File: src/rtl/cmd_uart_tx_fifo.sv
// cmd_uart_tx_fifo: FIFO-buffered 8N1 UART transmitter for the robot command link
// Ports:
//   clk_50      in   system clock
//   reset       in   asynchronous active-high reset
//   data_in     in   command byte
//   data_valid  in   data_in valid this cycle
//   data_ready  out  FIFO not full (combinational)
//   uart_out    out  registered serial line, idle high
//   busy        out  registered, high while a frame is in progress
//   fifo_count  out  bytes queued, excluding the byte in flight
//   overflow    out  sticky, set when a byte is offered while full
module cmd_uart_tx_fifo #(
    parameter int CLK_HZ = 50_000_000,
    parameter int BAUD   = 9600,
    parameter int DEPTH  = 8
) (
    input  logic                   clk_50,
    input  logic                   reset,
    input  logic [7:0]             data_in,
    input  logic                   data_valid,
    output logic                   data_ready,
    output logic                   uart_out,
    output logic                   busy,
    output logic [$clog2(DEPTH):0] fifo_count,
    output logic                   overflow
);
    localparam int CPB = CLK_HZ / BAUD;
    localparam int AW = $clog2(DEPTH);
    localparam int CW = $clog2(CPB);
    localparam logic [CW-1:0] LAST = CW'(CPB - 1);
    localparam logic [AW:0] FULL = (AW + 1)'(DEPTH);

    typedef enum logic [1:0] {IDLE, START, DATA, STOP} state_t;

    state_t state, state_next;
    logic [7:0] mem [DEPTH];
    logic [AW-1:0] wr_ptr, rd_ptr;
    logic [CW-1:0] baud_cnt;
    logic [2:0] bit_idx;
    logic [7:0] sh, sh_next;
    logic push, pop, bit_end, uart_next;

    // Push uses the pre-pop count, so a full FIFO rejects even when a pop coincides
    assign data_ready = fifo_count != FULL;
    assign push = data_valid && data_ready;
    assign pop = state == IDLE && fifo_count != '0;
    assign bit_end = baud_cnt == LAST;

    always_ff @(posedge clk_50 or posedge reset)
        if (reset)
            state <= IDLE;
        else
            state <= state_next;

    always_comb begin
        state_next = state == IDLE ? (pop ? START : IDLE) :
                     !bit_end      ? state :
                     state == START ? DATA :
                     state == DATA  ? (bit_idx == 3'd7 ? STOP : DATA) : IDLE;
    end

    // The line is registered from the next state so uart_out comes straight from a flop
    always_comb begin
        sh_next = pop ? mem[rd_ptr] : (state == DATA && bit_end) ? {1'b0, sh[7:1]} : sh;
        uart_next = state_next == START ? 1'b0 : state_next == DATA ? sh_next[0] : 1'b1;
    end

    always_ff @(posedge clk_50)
        if (push)
            mem[wr_ptr] <= data_in;

    always_ff @(posedge clk_50 or posedge reset)
        if (reset) begin
            wr_ptr     <= '0;
            rd_ptr     <= '0;
            fifo_count <= '0;
            overflow   <= 1'b0;
            baud_cnt   <= '0;
            bit_idx    <= '0;
            sh         <= '0;
            uart_out   <= 1'b1;
            busy       <= 1'b0;
        end else begin
            if (push)
                wr_ptr <= wr_ptr + AW'(1);
            if (pop)
                rd_ptr <= rd_ptr + AW'(1);
            fifo_count <= fifo_count + (AW + 1)'(push) - (AW + 1)'(pop);
            overflow   <= overflow | (data_valid & ~data_ready);
            baud_cnt   <= (pop || bit_end) ? '0 : baud_cnt + CW'(1);
            bit_idx    <= pop ? 3'd0 : (state == DATA && bit_end) ? bit_idx + 3'd1 : bit_idx;
            sh         <= sh_next;
            uart_out   <= uart_next;
            busy       <= state_next != IDLE;
        end
endmodule
File: config.mk
export PLATFORM = sky130hd
export DESIGN_NAME = cmd_uart_tx_fifo
export DESIGN_NICKNAME = d
export VERILOG_FILES = /design/src/rtl/cmd_uart_tx_fifo.sv
export SDC_FILE = /design/constraint.sdc
export NUM_CORES = 1
export LEC_CHECK = 0
export BUFFER_PORTS_ARGS = -buffer_cell sky130_fd_sc_hd__buf_2
export CAP_MARGIN = 20
export CORE_ASPECT_RATIO = 1.75
export CORE_MARGIN = 2
export CORE_UTILIZATION = 55
export DETAILED_ROUTE_END_ITERATION = 10
export HOLD_SLACK_MARGIN = 0.1
export PLACE_DENSITY_LB_ADDON = 0.1
export SLEW_MARGIN = 5
export SYNTH_ARGS = -nofsm -noshare
export SYNTH_HDL_FRONTEND = slang
export SYNTH_SLANG_ARGS = --single-unit
File: constraint.sdc
create_clock -name clk_50 -period 2.78 [get_ports clk_50]
set_input_delay 0 -clock clk_50 [delete_from_list [all_inputs] [get_ports clk_50]]
set_output_delay 0 -clock clk_50 [all_outputs]
set_load 0.05 [all_outputs]
; ---- After elaboration in Yosys (flattened, before gate mapping)
; Memory sizes are Yosys's and may differ from the RTL's.
; Cells that the tools add are included.
[totals]
ff_bits = 39
ram_bits = 64
inputBits = 11
output_inout_bits = 8
wordCells = 51
n_memories = 1
[memory_table]
columns = name, words, word_bits, read_ports, rd_clocked_by_memory_dff, write_ports, line_no
row1 = mem, 8, 8, 1, 0, 1, 36  ; logic [7:0] mem [DEPTH];
[classes]
add_sub_neg = 6
eq_ne = 7
muxes = 15
n_bitwise = 3
reduce_logical = 8
[ops]
columns = operator, n
row1 = 8-bit 2-to-1 mux, 2
row2 = "13-bit by 1-bit adder with 13-bit output, second input constant", 1
row3 = "13-bit equality test, second input constant", 1
row4 = 13-bit 2-to-1 mux, 1
row5 = "3-bit by 1-bit adder with 3-bit output, second input constant", 3
row6 = 2-bit 2-to-1 mux, 4
row7 = 1-bit 2-to-1 mux, 6
row8 = 3-bit 2-to-1 mux, 2
row9 = 4-bit by 1-bit adder with 4-bit output, 1
row10 = "2-bit by 1-bit equality test with 1-bit output, second input constant", 2
row11 = "2-bit equality test, second input constant", 2
row12 = "4-bit inequality test, second input constant", 1
row13 = 2-bit nonzero test, 2
row14 = 4-bit nonzero test, 1
row15 = 4-bit by 1-bit subtractor with 4-bit output, 1
row16 = "3-bit equality test, second input constant", 1
row17 = 1-bit logical AND, 3
row18 = 2-bit zero test, 1
row19 = 1-bit bitwise AND, 1
row20 = 1-bit logical OR, 1
row21 = 1-bit NOT, 1
row22 = 1-bit bitwise OR, 1

; ---- Longest topological paths before layout
; Gate-level depths: netlist of the first run.
[depth]
word_depth = 9
depth_mapped = 11
ltp_nobuf = 11

; ---- Least setup slack after synthesis of the first run
; Ideal clock, no wire load.
[synth_path]
path_kind = register to register
start = reg fifo_count[2]
end = mem mem[0][0] (enable)
setup_ns = 0.383
arrival_ns = 2.511
required_ns = 2.397
setup_slack_ns = -0.114
path_stages_with_launch = 7
n_path_buf = 0
period_less_slack_ns = 2.894
cell_sequence = dfrtp_1 -> inv_1 -> ha_1 -> nand2_1 -> nand2_1 -> or2_2 -> nor3_1
[synth_via]
elab_chain_len = 4
[synth_lines]
columns = item, line_no
row1 = "start, declared", 24  ; output logic [$clog2(DEPTH):0] fifo_count,
row2 = "start signal, assigned", 88  ; fifo_count <= fifo_count + (AW + 1)'(push) - (AW + 1)'(pop);
row3 = 4-bit inequality test, 44  ; assign data_ready = fifo_count != FULL;
row4 = via data_ready, 21  ; output logic data_ready,
row5 = 1-bit logical AND, 45  ; assign push = data_valid && data_ready;
row6 = 1-bit 2-to-1 mux, 69  ; if (push)
row7 = 1-bit 2-to-1 mux (implied by the code), 70  ; mem[wr_ptr] <= data_in;
row8 = "end, declared", 36
; The timed path passes the listed nets, and every way through them passes these cells.

; ---- Worst setup path in the final report of the first run
[layout_path]
start = reg state[0]
end = reg fifo_count[3]
[layout_via]
elab_chain_len = 3
[layout_lines]
columns = item, line_no
row1 = "start, declared", 35  ; state_t state, state_next;
row2 = "start signal, assigned", 53  ; state <= state_next;
row3 = 2-bit zero test, 46  ; assign pop = state == IDLE && fifo_count != '0;
row4 = 1-bit logical AND, 46
row5 = via pop, 41  ; logic push, pop, bit_end, uart_next;
row6 = 4-bit by 1-bit subtractor with 4-bit output, 88
; The timed path passes the listed nets, and every way through them passes these cells.
; A chain may end at the register's enable or synchronous reset.

==> run summary, run 1 <==
Result of the run -> finished, final reports clean
Post-Synth Adder-Cell Area -> 4.46%
Unrepaired setup endpoints after global routing -> false
NumNets Final -> 365
Syn avg cell area -> 14.9 sq um
Maximum root-to-sink buffer count -> 2
Worst slew margin -> 57.6%
Largest family of logic cells by synthesized area -> simple AND/OR/NAND/NOR gates
Data arrival at the endpoint of the critical path -> 2.43 ns
Number of core rows -> 43
Max Fanout on Critical Path -> 9
Final wirelength -> 7.97 mm
Clock edge transition at the registers on the reported setup and hold paths -> 0.06 ns
Fin. max-slew vios -> 0
Total half-perimeter wirelength after legalization and detailed placement -> 5.78 mm
CTS Root Cell -> sky130_fd_sc_hd__clkbuf_16
Async set-reset flop share out of synthesis -> 37.9%
Width of the die -> 71.4 um
Number of clock sinks -> 103
Number of flip-flops and latches in the synthesized netlist -> 103
Fraction of the mapped netlist area in simple logic gates -> 10.7%
Post-route ant nets -> 0
Maximum vdd ir drop -> 0.461 mV
Count of flip-flops with a built-in enable after synthesis -> 64
Clock tree from TritonCTS -> done
Synthesized-area fraction occupied by xor and xnor cells -> 3.40%
Critical Setup Path Class -> reg -> reg
Tmin final -> 2.17 ns
Sort of element at the start of the critical path -> flop
Clock latency on the worst-skew pair -> 0.34 ns
Max_cap viols -> 0
Area of the multi-input gates -> 1390 sq um
Capturing element type of the critical path -> flop
Count of warnings emitted by yosys -> 0
Peak Freq -> 0.461 GHz
Sequential fraction of the synthesis area -> 66.2%
Antenna Diode Count -> 0
Core utilization of the finished layout -> 64.6%
Number of levels in the clock H-tree -> 3
Hold violation count in the final report -> 0
Area growth from synthesis to layout -> 15.1%
Io pins -> 19
Ratio of final minimum period to clock period -> 78.0%
First-pass GRT wire length -> 13.2 mm
Die footprint -> 8720 sq um
Buffer count from post-CTS setup fixing -> 0
Pwr Total -> 3.74 mW
Combined flip-flop and latch cell area -> 2900 sq um
Dominant synthesized flop cell -> sky130_fd_sc_hd__edfxtp_1
Ranking of synthesized cells by area -> sky130_fd_sc_hd__edfxtp_1 44%, sky130_fd_sc_hd__dfrtp_1 22%, sky130_fd_sc_hd__mux4_2 8.2%
Iteration-0 DRC count of the detailed router -> 111
Pre-antenna DRT Iters -> 4
Area fraction in compound gates after synthesis -> 3.74%
Path class of the lowest-slack min-delay path -> in -> async
Worst Hold Margin -> 0.287 ns
Maximum number of pins on one net before global-route repair -> 24
Sum of negative setup slack -> 0 ns
Required time of the critical path -> 3.04 ns
Transition time at the pin with the least slew margin -> 0.636 ns
Total nets after synthesis -> 320
Clock buffer count from CTS -> 9
Average via count per standard cell -> 5.63
Layout cell share with drive strength beyond 1 -> 21.8%
GRT Util Overall -> 20.8%
Core region area -> 7800 sq um
Final setup margin -> 0.613 ns
Wirelength per Cell -> 18.4 um
DRC violation count after routing -> 0
Count of vias placed by the detailed router -> 2,443
Layout filler cell count -> 583
Effective utilization at floorplan -> 56.1%
Power per cell area -> 742 nW/um^2
Synth unique cells -> 41
P_leak -> 1.95 nW
Post-synthesis cell count -> 294
Number of global-route vias before repair -> 2,614
Die span in y -> 122 um
Place WS -> 0.598 ns
Gpl congestion -> 0.776
Port bufs -> 18
GRT Residual Overflow -> 0
Yosys top cell area share -> 43.9%
Number of antenna violations at the first check in global routing -> 0
Portion of netlist area occupied by mux cells -> 9.20%
Final setup violating endpoints -> 0
Clock Skews -> 0.00713 ns
Post-Synthesis Cell Area -> 4380 sq um
Largest area contributor in the netlist -> sky130_fd_sc_hd__edfxtp_1
metrics by stage:
step                      instance area, sq um  cells
final                                     5040    434
after global routing                      5040    434
after CTS                                 5040    434
after detailed placement                  4670    408
after global placement                    4670    408
after floorplan                           4380    294
state kept, by name, indices dropped and copies added, names as in the netlist:
signal and count:
baud_cnt 13, bit_idx 3, busy 1, fifo_count 4, mem 64, overflow 1, rd_ptr 3, sh 8
state 2, uart_out 1, wr_ptr 3
report_power, final:
part	total (mW)	internal, mW	switching (mW)
combinational	0.679	0.246	0.432
clock	1.12	0.625	0.497
sequential	1.94	1.84	0.0969
total	3.74	2.71	1.03
critical path: stages (launching register included):
cell                      delay (ns)
sky130_fd_sc_hd__dfrtp_1        0.39
sky130_fd_sc_hd__inv_1          0.11
sky130_fd_sc_hd__ha_1           0.29
sky130_fd_sc_hd__nand2_2        0.09
sky130_fd_sc_hd__inv_2          0.15
sky130_fd_sc_hd__ha_1           0.22
sky130_fd_sc_hd__inv_1          0.06
sky130_fd_sc_hd__ha_1           0.27
sky130_fd_sc_hd__a21o_1         0.18
sky130_fd_sc_hd__a21oi_1        0.17
sky130_fd_sc_hd__xor2_1         0.16
layout by cell type, fill, tap and decap left out, types with 2 or more instances in the layout:
| cell type | n |
|---|---|
| sky130_fd_sc_hd__a211oi_1 | 7 |
| sky130_fd_sc_hd__a21oi_1 | 4 |
| sky130_fd_sc_hd__a31oi_1 | 6 |
| sky130_fd_sc_hd__and2_1 | 2 |
| sky130_fd_sc_hd__and3_1 | 2 |
| sky130_fd_sc_hd__buf_2 | 18 |
| sky130_fd_sc_hd__buf_4 | 14 |
| sky130_fd_sc_hd__clkbuf_1 | 2 |
| sky130_fd_sc_hd__clkbuf_16 | 9 |
| sky130_fd_sc_hd__clkinv_1 | 2 |
| sky130_fd_sc_hd__clkinvlp_4 | 2 |
| sky130_fd_sc_hd__dfrtp_1 | 38 |
| sky130_fd_sc_hd__dlygate4sd3_1 | 10 |
| sky130_fd_sc_hd__edfxtp_1 | 64 |
| sky130_fd_sc_hd__ha_1 | 14 |
| sky130_fd_sc_hd__inv_1 | 14 |
| sky130_fd_sc_hd__mux2i_1 | 2 |
| sky130_fd_sc_hd__mux4_2 | 16 |
| sky130_fd_sc_hd__nand2_1 | 30 |
| sky130_fd_sc_hd__nand2b_1 | 3 |
| sky130_fd_sc_hd__nand3_1 | 8 |
| sky130_fd_sc_hd__nand4_1 | 3 |
| sky130_fd_sc_hd__nor2_1 | 23 |
| sky130_fd_sc_hd__nor2b_1 | 8 |
| sky130_fd_sc_hd__nor3_1 | 4 |
| sky130_fd_sc_hd__nor3_2 | 2 |
| sky130_fd_sc_hd__or2_2 | 2 |
| sky130_fd_sc_hd__xnor2_1 | 12 |
| sky130_fd_sc_hd__xor2_1 | 5 |
timing repair:
item                      CTS  global route
hold endpoints to repair   83             0
hold buffers               10             0
gates resized for setup     0             0
final timing paths:
| check | start | end | depth (start not counted) | slack (ns) |
|---|---|---|---|---|
| setup / recovery | state[0] | fifo_count[3] | 10 | 0.61 |
| hold reg to reg | overflow | overflow | 1 | 0.48 |
| hold / removal | reset | baud_cnt[5] | 3 | 0.29 |
| min in group clk_50 | data_in[7] | mem[2][7] | 2 | 0.46 |
| max in group asynchronous | reset | uart_out | 4 | 1.69 |
| setup reg to reg | state[0] | fifo_count[3] | 10 | 0.61 |
metal layers:
metal | global-route usage [%] | vias to the layer above | wire length (um)
li1 | - | 1162 | -
met1 | 22.9 | 1243 | 3060
met5 | 0 | - | 0
met3 | 4.30 | 13 | 156
met2 | 38.8 | 25 | 4620
met4 | 7.31 | 0 | 129
synthesized netlist by cell type, types with 2 or more instances:
library cell,n
sky130_fd_sc_hd__dfrtp_1,38
sky130_fd_sc_hd__mux2i_1,2
sky130_fd_sc_hd__ha_1,14
sky130_fd_sc_hd__inv_1,14
sky130_fd_sc_hd__xnor2_1,12
sky130_fd_sc_hd__a31oi_1,6
sky130_fd_sc_hd__and3_1,2
sky130_fd_sc_hd__nand4_1,3
sky130_fd_sc_hd__a21oi_1,4
sky130_fd_sc_hd__nor3_1,5
sky130_fd_sc_hd__nor2b_1,8
sky130_fd_sc_hd__nand3_1,8
sky130_fd_sc_hd__nor2_1,23
sky130_fd_sc_hd__nand2b_1,3
sky130_fd_sc_hd__and2_1,2
sky130_fd_sc_hd__clkbuf_1,4
sky130_fd_sc_hd__nand2_1,30
sky130_fd_sc_hd__buf_2,4
sky130_fd_sc_hd__mux4_2,16
sky130_fd_sc_hd__or2_2,2
sky130_fd_sc_hd__a211oi_1,7
sky130_fd_sc_hd__xor2_1,5
sky130_fd_sc_hd__edfxtp_1,64
cell type report:
type	count	area share, %
clock buffers	12	4.89
clock inverters	4	0.447
inverters	15	1.12
multi-input cells	167	27.5
flip-flops and latches	103	57.6
well taps	90	2.24
repair buffers	43	6.26
logic make-up after synthesis:
group,after synthesis
flip-flops,103
multiplexers,20
adder cells (fa/ha/maj),15
AO/OA/AOI/OAI,22
XOR/XNOR,17
buffers and inverters,24
AND/OR/NAND/NOR,93
Power figures use the tool's default switching activity.
==> run 2: changes to the inputs <==
==> constraint.sdc (replaced) <==
create_clock -name clk_50 -period 1.9 [get_ports clk_50]
set_input_delay 0 -clock clk_50 [delete_from_list [all_inputs] [get_ports clk_50]]
set_output_delay 0 -clock clk_50 [all_outputs]
set_load 0.05 [all_outputs]
==> run 2 against run 1 <==
- the flow now finishes with violations (negative setup slack)
- power up 56%
- cell count up 2.3%
- flip-flop and latch count unchanged
- largest power group unchanged
- clock power up 46%
- critical path depth up 1
- core utilization up 3.9 points
- routed wire length up 0.77%
==> run summary, run 2 (synthesis gave the netlist of run 1 again) <==
Required time of the critical path -> 2.14 ns (-0.90 ns)
Unrepaired setup endpoints after global routing -> true
Max FFs per register -> 64 (unchanged)
Crit-path cells -> inv_4, ha_4, nand2_4, nand2_4, inv_6, ha_4, inv_4, ha_4, inv_2, fa_2, inv_2
Path class of the lowest-slack min-delay path -> in -> async
Transition time at the pin with the least slew margin -> 0.598 ns (-0.0377 ns)
Pre-antenna DRT Iters -> 4 (unchanged)
Clock edge transition at the registers on the reported setup and hold paths -> 0.07 ns (about the same)
Layout filler cell count -> 537 (-7.9%)
Clock latency on the worst-skew pair -> 0.34 ns (about the same)
P_leak -> 2.04 nW (+4.3%)
Maximum number of pins on one net before global-route repair -> 32 (+33%)
Ratio of final minimum period to clock period -> 101% (+23 points)
Total half-perimeter wirelength after legalization and detailed placement -> 5.70 mm (-1.4%)
Result of the run -> finished with violations
Io pins -> 19 (unchanged)
Clock Skews -> 0.00797 ns (+0.000841 ns)
Sort of element at the start of the critical path -> flop
DRC violation count after routing -> 0 (unchanged)
Iteration-0 DRC count of the detailed router -> 125 (+13%)
Peak Freq -> 0.521 GHz (+13%)
Layout cell share with drive strength beyond 1 -> 32.2% (+10 points)
NumNets Final -> 376 (+3.0%)
Capturing element type of the critical path -> flop
Most repeated library cell on the critical path -> sky130_fd_sc_hd__ha_4
Number of antenna violations at the first check in global routing -> 0 (unchanged)
Number of clock sinks -> 103 (unchanged)
Max Fanout on Critical Path -> 3 (-6)
Width of the die -> 71.4 um (unchanged)
Placement-stage cell area -> 4910 sq um (+5.1%)
Fin. max-slew vios -> 0 (unchanged)
Final setup violating endpoints -> 1 (+1)
Count of vias placed by the detailed router -> 2,502 (+2.4%)
Hold violation count in the final report -> 0 (unchanged)
Core region area -> 7800 sq um (unchanged)
Top Registers -> mem x64, baud_cnt x13, sh x8
Effective utilization at floorplan -> 56.1% (unchanged)
GRT Util Overall -> 20.6% (-0.17 points)
Worst path top cell family by delay -> adder cells
CTS Root Cell -> sky130_fd_sc_hd__clkbuf_16
Register bank with the most flops -> mem
Max_cap viols -> 0 (unchanged)
Final wirelength -> 8.03 mm (+0.77%)
Average via count per standard cell -> 5.64 (+0.11%)
Cell type of the slowest stage on the worst timing path -> sky130_fd_sc_hd__fa_2
Port bufs -> 18 (unchanged)
Power per cell area -> 1090 nW/um^2 (+47%)
Post-route standard cell area excluding fillers -> 5340 sq um (+6.0%)
Tmin final -> 1.92 ns (-0.248 ns)
Data arrival at the endpoint of the critical path -> 2.16 ns (-0.27 ns)
GRT Residual Overflow -> 0 (unchanged)
Failing checks -> negative setup slack
Worst stage delay on the critical path -> 0.53 ns (+0.14 ns)
Critical Setup Path Class -> reg -> reg
Maximum root-to-sink buffer count -> 2 (unchanged)
Pwr Total -> 5.83 mW (+56%)
Die span in y -> 122 um (unchanged)
Die footprint -> 8720 sq um (unchanged)
Buffering stage count on the worst path with inverters included -> 5 (+2)
Clock buffer count from CTS -> 9 (unchanged)
Most common cell after layout, fill and taps aside -> sky130_fd_sc_hd__edfxtp_1
Area growth from synthesis to layout -> 22.0%
First-pass GRT wire length -> 13.0 mm (-1.3%)
Gpl congestion -> 0.799 (+3.0%)
Commonest cells after routing, fill and taps aside -> 64 x sky130_fd_sc_hd__edfxtp_1, 34 x sky130_fd_sc_hd__dfrtp_1, 27 x sky130_fd_sc_hd__nand2_1
Clock tree from TritonCTS -> done
Final setup margin -> -0.0193 ns (-0.632 ns)
Number of levels in the clock H-tree -> 3 (unchanged)
Number of core rows -> 43 (unchanged)
Wirelength per Cell -> 18.1 um (-1.5%)
Antenna Diode Count -> 0 (unchanged)
Worst slew margin -> 60.1% (+2.6 points)
Maximum vdd ir drop -> 0.768 mV (+67%)
Post-route ant nets -> 0 (unchanged)
Number of global-route vias before repair -> 2,645 (+1.2%)
run 2: where the power goes:
part           internal (mW)  switching [mW]  leakage (nW)  total [mW]
Sequential              2.70           0.153          1.05        2.85
Clock                  0.875           0.759         0.127        1.63
Combinational          0.543           0.796         0.857        1.34
Total                   4.12            1.71          2.04        5.83
run 2: final timing paths:
path,start,endpoint,slack [ns],depth (start not counted)
min in group clk_50,data_in[7],mem[1][7],0.46,2
max in group asynchronous,reset,uart_out,1.12,4
worst min-delay path,reset,overflow,0.20,3
worst max-delay path,fifo_count[2],fifo_count[1],-0.02,11
worst max register to register,fifo_count[2],fifo_count[1],-0.02,11
worst min register to register,overflow,overflow,0.50,1
run 2: cell type report:
cell class / count / area, sq um / share of cell area [%]
repair buffers: 54 / 448 / 8.39
flip-flops and latches: 103 / 2900 / 54.4
clock buffers: 9 / 225 / 4.22
inverters: 15 / 66.3 / 1.24
multi-input cells: 167 / 1550 / 29.0
well taps: 90 / 113 / 2.11
clock inverters: 6 / 37.5 / 0.703
run 2: through the flow:
step                setup slack [ns]  TNS (ns)  hold WS, ns  std cells  util, %
detailed placement            0.0117         0       0.0119        416     62.9
CTS                         -0.00583  -0.00583        0.216        441     67.6
floorplan                     -0.175     -1.34       0.0989        294        -
global route                 -0.0790   -0.0994        0.236        444     68.5
finish                       -0.0193   -0.0193        0.200        444     68.5
global placement              0.0383         0     -0.00202        416     62.9
run 2: what timing repair did:
item / in CTS / in global routing
gates resized for setup: 0 / 8
hold buffers: 10 / 0
endpoints found under the setup margin: 1 / 4
buffers inserted: 0 / 3
pin swaps: 0 / 6
hold endpoints to repair: 106 / 0
run 2: worst reg2reg max path, stage by stage, from the launching register on:
cell	delay, ns
sky130_fd_sc_hd__dfrtp_2	0.42
sky130_fd_sc_hd__inv_4	0.09
sky130_fd_sc_hd__ha_4	0.14
sky130_fd_sc_hd__nand2_4	0.05
sky130_fd_sc_hd__nand2_4	0.09
sky130_fd_sc_hd__inv_6	0.04
sky130_fd_sc_hd__ha_4	0.23
sky130_fd_sc_hd__inv_4	0.05
sky130_fd_sc_hd__ha_4	0.12
sky130_fd_sc_hd__inv_2	0.03
sky130_fd_sc_hd__fa_2	0.53
sky130_fd_sc_hd__inv_2	0.03
run 2: metal layers:
layer | vias up | routed length (um) | global-route usage (%)
li1 | 1184 | - | -
met1 | 1274 | 2970 | 22.1
met2 | 32 | 4770 | 38.9
met3 | 12 | 157 | 3.89
met4 | 0 | 138 | 8.14
met5 | - | 0 | 0
==> run 3: changes to the inputs <==
==> constraint.sdc (replaced) <==
create_clock -name clk_50 -period 2.1 [get_ports clk_50]
set_input_delay 0 -clock clk_50 [delete_from_list [all_inputs] [get_ports clk_50]]
set_output_delay 0 -clock clk_50 [all_outputs]
set_load 0.05 [all_outputs]
==> run 3 against run 2 <==
- the run now ends clean
- critical path depth decreased by 1
- routed wire length decreased by 2.1%
- design area decreased by 2.8%
- worst hold slack got worse by 0.026 ns
- core utilization decreased by 1.9 points
- die area unchanged
- flip-flop and latch count unchanged
- global-route usage decreased by 0.49 points
==> run summary, run 3 (synthesis gave the netlist of run 1 again) <==
Capturing element type of the critical path -> flop
Layout cell share with drive strength beyond 1 -> 28.3% (-3.9 points)
Placed Cells incl. Taps -> 414 (-0.48%)
Path class of the lowest-slack min-delay path -> in -> async
Post-route ant nets -> 0 (unchanged)
Power per cell area -> 1010 nW/um^2 (-7.8%)
P_leak -> 1.99 nW (-2.2%)
Die span in y -> 122 um (unchanged)
Transition time at the pin with the least slew margin -> 0.600 ns (+0.00259 ns)
Final wirelength -> 7.86 mm (-2.1%)
Commonest cells after routing, fill and taps aside -> 64 x sky130_fd_sc_hd__edfxtp_1, 34 x sky130_fd_sc_hd__dfrtp_1, 27 x sky130_fd_sc_hd__nand2_1
Port bufs -> 18 (unchanged)
Io pins -> 19 (unchanged)
Clock tree from TritonCTS -> done
DRC violation count after routing -> 0 (unchanged)
CP endpoint -> fifo_count[1]
Clock latency on the worst-skew pair -> 0.34 ns (about the same)
Width of the die -> 71.4 um (unchanged)
Critical Setup Path Class -> reg -> reg
Pre-antenna DRT Iters -> 4 (unchanged)
NumNets Final -> 371 (-1.3%)
Minimum setup slack among reg-to-reg paths -> 0.18 ns (+0.20 ns)
Clock buffer count from CTS -> 9 (unchanged)
Place WS -> 0.168 ns (+0.156 ns)
Maximum number of pins on one net before global-route repair -> 31 (-3.1%)
Effective utilization at floorplan -> 56.1% (unchanged)
Result of the run -> finished, final reports clean
GRT Residual Overflow -> 0 (unchanged)
Placement-stage cell area -> 4800 sq um (-2.1%)
Count of vias placed by the detailed router -> 2,448 (-2.2%)
Start of the worst register-to-register path -> fifo_count[0]
Register bank with the most flops -> mem
Data arrival at the endpoint of the critical path -> 2.16 ns (about the same)
Wirelength per Cell -> 17.9 um (-1.3%)
Antenna Diode Count -> 0 (unchanged)
Number of levels in the clock H-tree -> 3 (unchanged)
Length in cells of the worst reg-to-reg path -> 10 (-1)
Hold violation count in the final report -> 0 (unchanged)
Post-cts gate resize count -> 0 (unchanged)
Worst r2r dst -> fifo_count[1]
Number of core rows -> 43 (unchanged)
First-pass GRT wire length -> 13.0 mm (-0.31%)
Maximum root-to-sink buffer count -> 2 (unchanged)
Sort of element at the start of the critical path -> flop
Worst Hold Margin -> 0.173 ns (-0.0262 ns)
Final setup violating endpoints -> 0 (-1)
Iteration-0 DRC count of the detailed router -> 102 (-18%)
Final Non-Filler Cells -> 440 (-0.90%)
Ratio of final minimum period to clock period -> 91.5% (-9.5 points)
Required time of the critical path -> 2.34 ns (+0.20 ns)
Max_cap viols -> 0 (unchanged)
Sum of negative setup slack -> 0 ns (+0.0193 ns)
Area growth from synthesis to layout -> 18.6%
Clock Skews -> 0.00554 ns (-0.00243 ns)
Number of clock sinks -> 103 (unchanged)
Worst setup path start -> fifo_count[0]
Unrepaired setup endpoints after global routing -> false
Average via count per standard cell -> 5.56 (-1.3%)
Core region area -> 7800 sq um (unchanged)
Tmin final -> 1.92 ns (+0.00181 ns)
Max Fanout on Critical Path -> 3 (unchanged)
Max FFs per register -> 64 (unchanged)
Die footprint -> 8720 sq um (unchanged)
Final setup margin -> 0.179 ns (+0.198 ns)
Worst slew margin -> 60.0% (-0.17 points)
Clock edge transition at the registers on the reported setup and hold paths -> 0.07 ns (about the same)
Fin. max-slew vios -> 0 (unchanged)
Maximum vdd ir drop -> 0.637 mV (-17%)
Post-route standard cell area excluding fillers -> 5190 sq um (-2.8%)
Number of global-route vias before repair -> 2,593 (-2.0%)
Total half-perimeter wirelength after legalization and detailed placement -> 5.54 mm (-2.8%)
GRT Util Overall -> 20.2% (-0.49 points)
Gpl congestion -> 0.732 (-8.5%)
Top Registers -> mem x64, baud_cnt x13, sh x8
Peak Freq -> 0.521 GHz (about the same)
Most common cell after layout, fill and taps aside -> sky130_fd_sc_hd__edfxtp_1
Number of antenna violations at the first check in global routing -> 0 (unchanged)
CTS Root Cell -> sky130_fd_sc_hd__clkbuf_16
==> run 3: changes by cell type in the layout (fill, tap and decap cells not counted), moves of 2 or more <==
cell and change:
sky130_fd_sc_hd__buf_12 -5, sky130_fd_sc_hd__inv_1 +2, sky130_fd_sc_hd__nor2_1 +3, sky130_fd_sc_hd__nor2_4 -3
==> run 3: how the worst min path moves through the flow <==
| stage | end | slack (ns) | depth (start not counted) |
|---|---|---|---|
| floorplan | mem[0][0] | 0.1 | 0 |
| global placement | rd_ptr[2] | 0.003 | 2 |
| detailed placement | rd_ptr[2] | 0.007 | 2 |
| CTS | overflow | 0.19 | 3 |
| global route | wr_ptr[2] | 0.22 | 3 |
| finish | wr_ptr[2] | 0.17 | 3 |
==> run 3: power breakdown <==
| group | internal, mW | leakage, nW | total, mW | switching (mW) |
|---|---|---|---|---|
| sequential | 2.44 | 1.05 | 2.59 | 0.145 |
| clock | 0.920 | 0.142 | 1.62 | 0.703 |
| combinational | 0.389 | 0.796 | 1.01 | 0.621 |
| total | 3.75 | 1.99 | 5.22 | 1.47 |
==> run 3: final cells by class <==
type / count / area (sq um)
Sequential cell: 103 / 2900
Timing Repair Buffer: 49 / 348
Multi-Input combinational cell: 167 / 1480
Clock inverter: 6 / 60.1
Tap cell: 90 / 113
Fill cell: 592 / 2610
Inverter: 15 / 63.8
Clock buffer: 10 / 229
==> run 3: what timing repair did <==
action,CTS,global route
hold endpoints to repair,77,0
endpoints found under the setup margin,0,0
buffers inserted,0,0
hold buffers,10,0
==> run 3: worst max-delay path, cell delays in order (launching register included) <==
cell and delay [ns]:
sky130_fd_sc_hd__dfrtp_2 0.45, sky130_fd_sc_hd__nor2_4 0.20, sky130_fd_sc_hd__nand2_2 0.09, sky130_fd_sc_hd__nand2_4 0.09
sky130_fd_sc_hd__inv_6 0.03, sky130_fd_sc_hd__ha_4 0.20, sky130_fd_sc_hd__inv_2 0.06, sky130_fd_sc_hd__ha_4 0.12
sky130_fd_sc_hd__inv_2 0.03, sky130_fd_sc_hd__fa_2 0.51, sky130_fd_sc_hd__inv_1 0.04
==> run 3: stage by stage <==
| stage | power [mW] | util, % |
|---|---|---|
| 2_1_floorplan | 3.34 | - |
| 3_3_place_gp | 3.62 | 61.6 |
| 3_5_place_dp | 3.65 | 61.6 |
| 4_1_cts | 5.28 | 66.6 |
| 5_1_grt | 5.44 | 66.6 |
| 6_report | 5.22 | 66.6 |
==> run 3: layer usage <==
| metal | wire, um | track usage [%] |
|---|---|---|
| met4 | 164 | 9.20 |
| met5 | 0 | 0 |
| met3 | 120 | 3.47 |
| met1 | 3080 | 22.2 |
| met2 | 4490 | 37.0 |
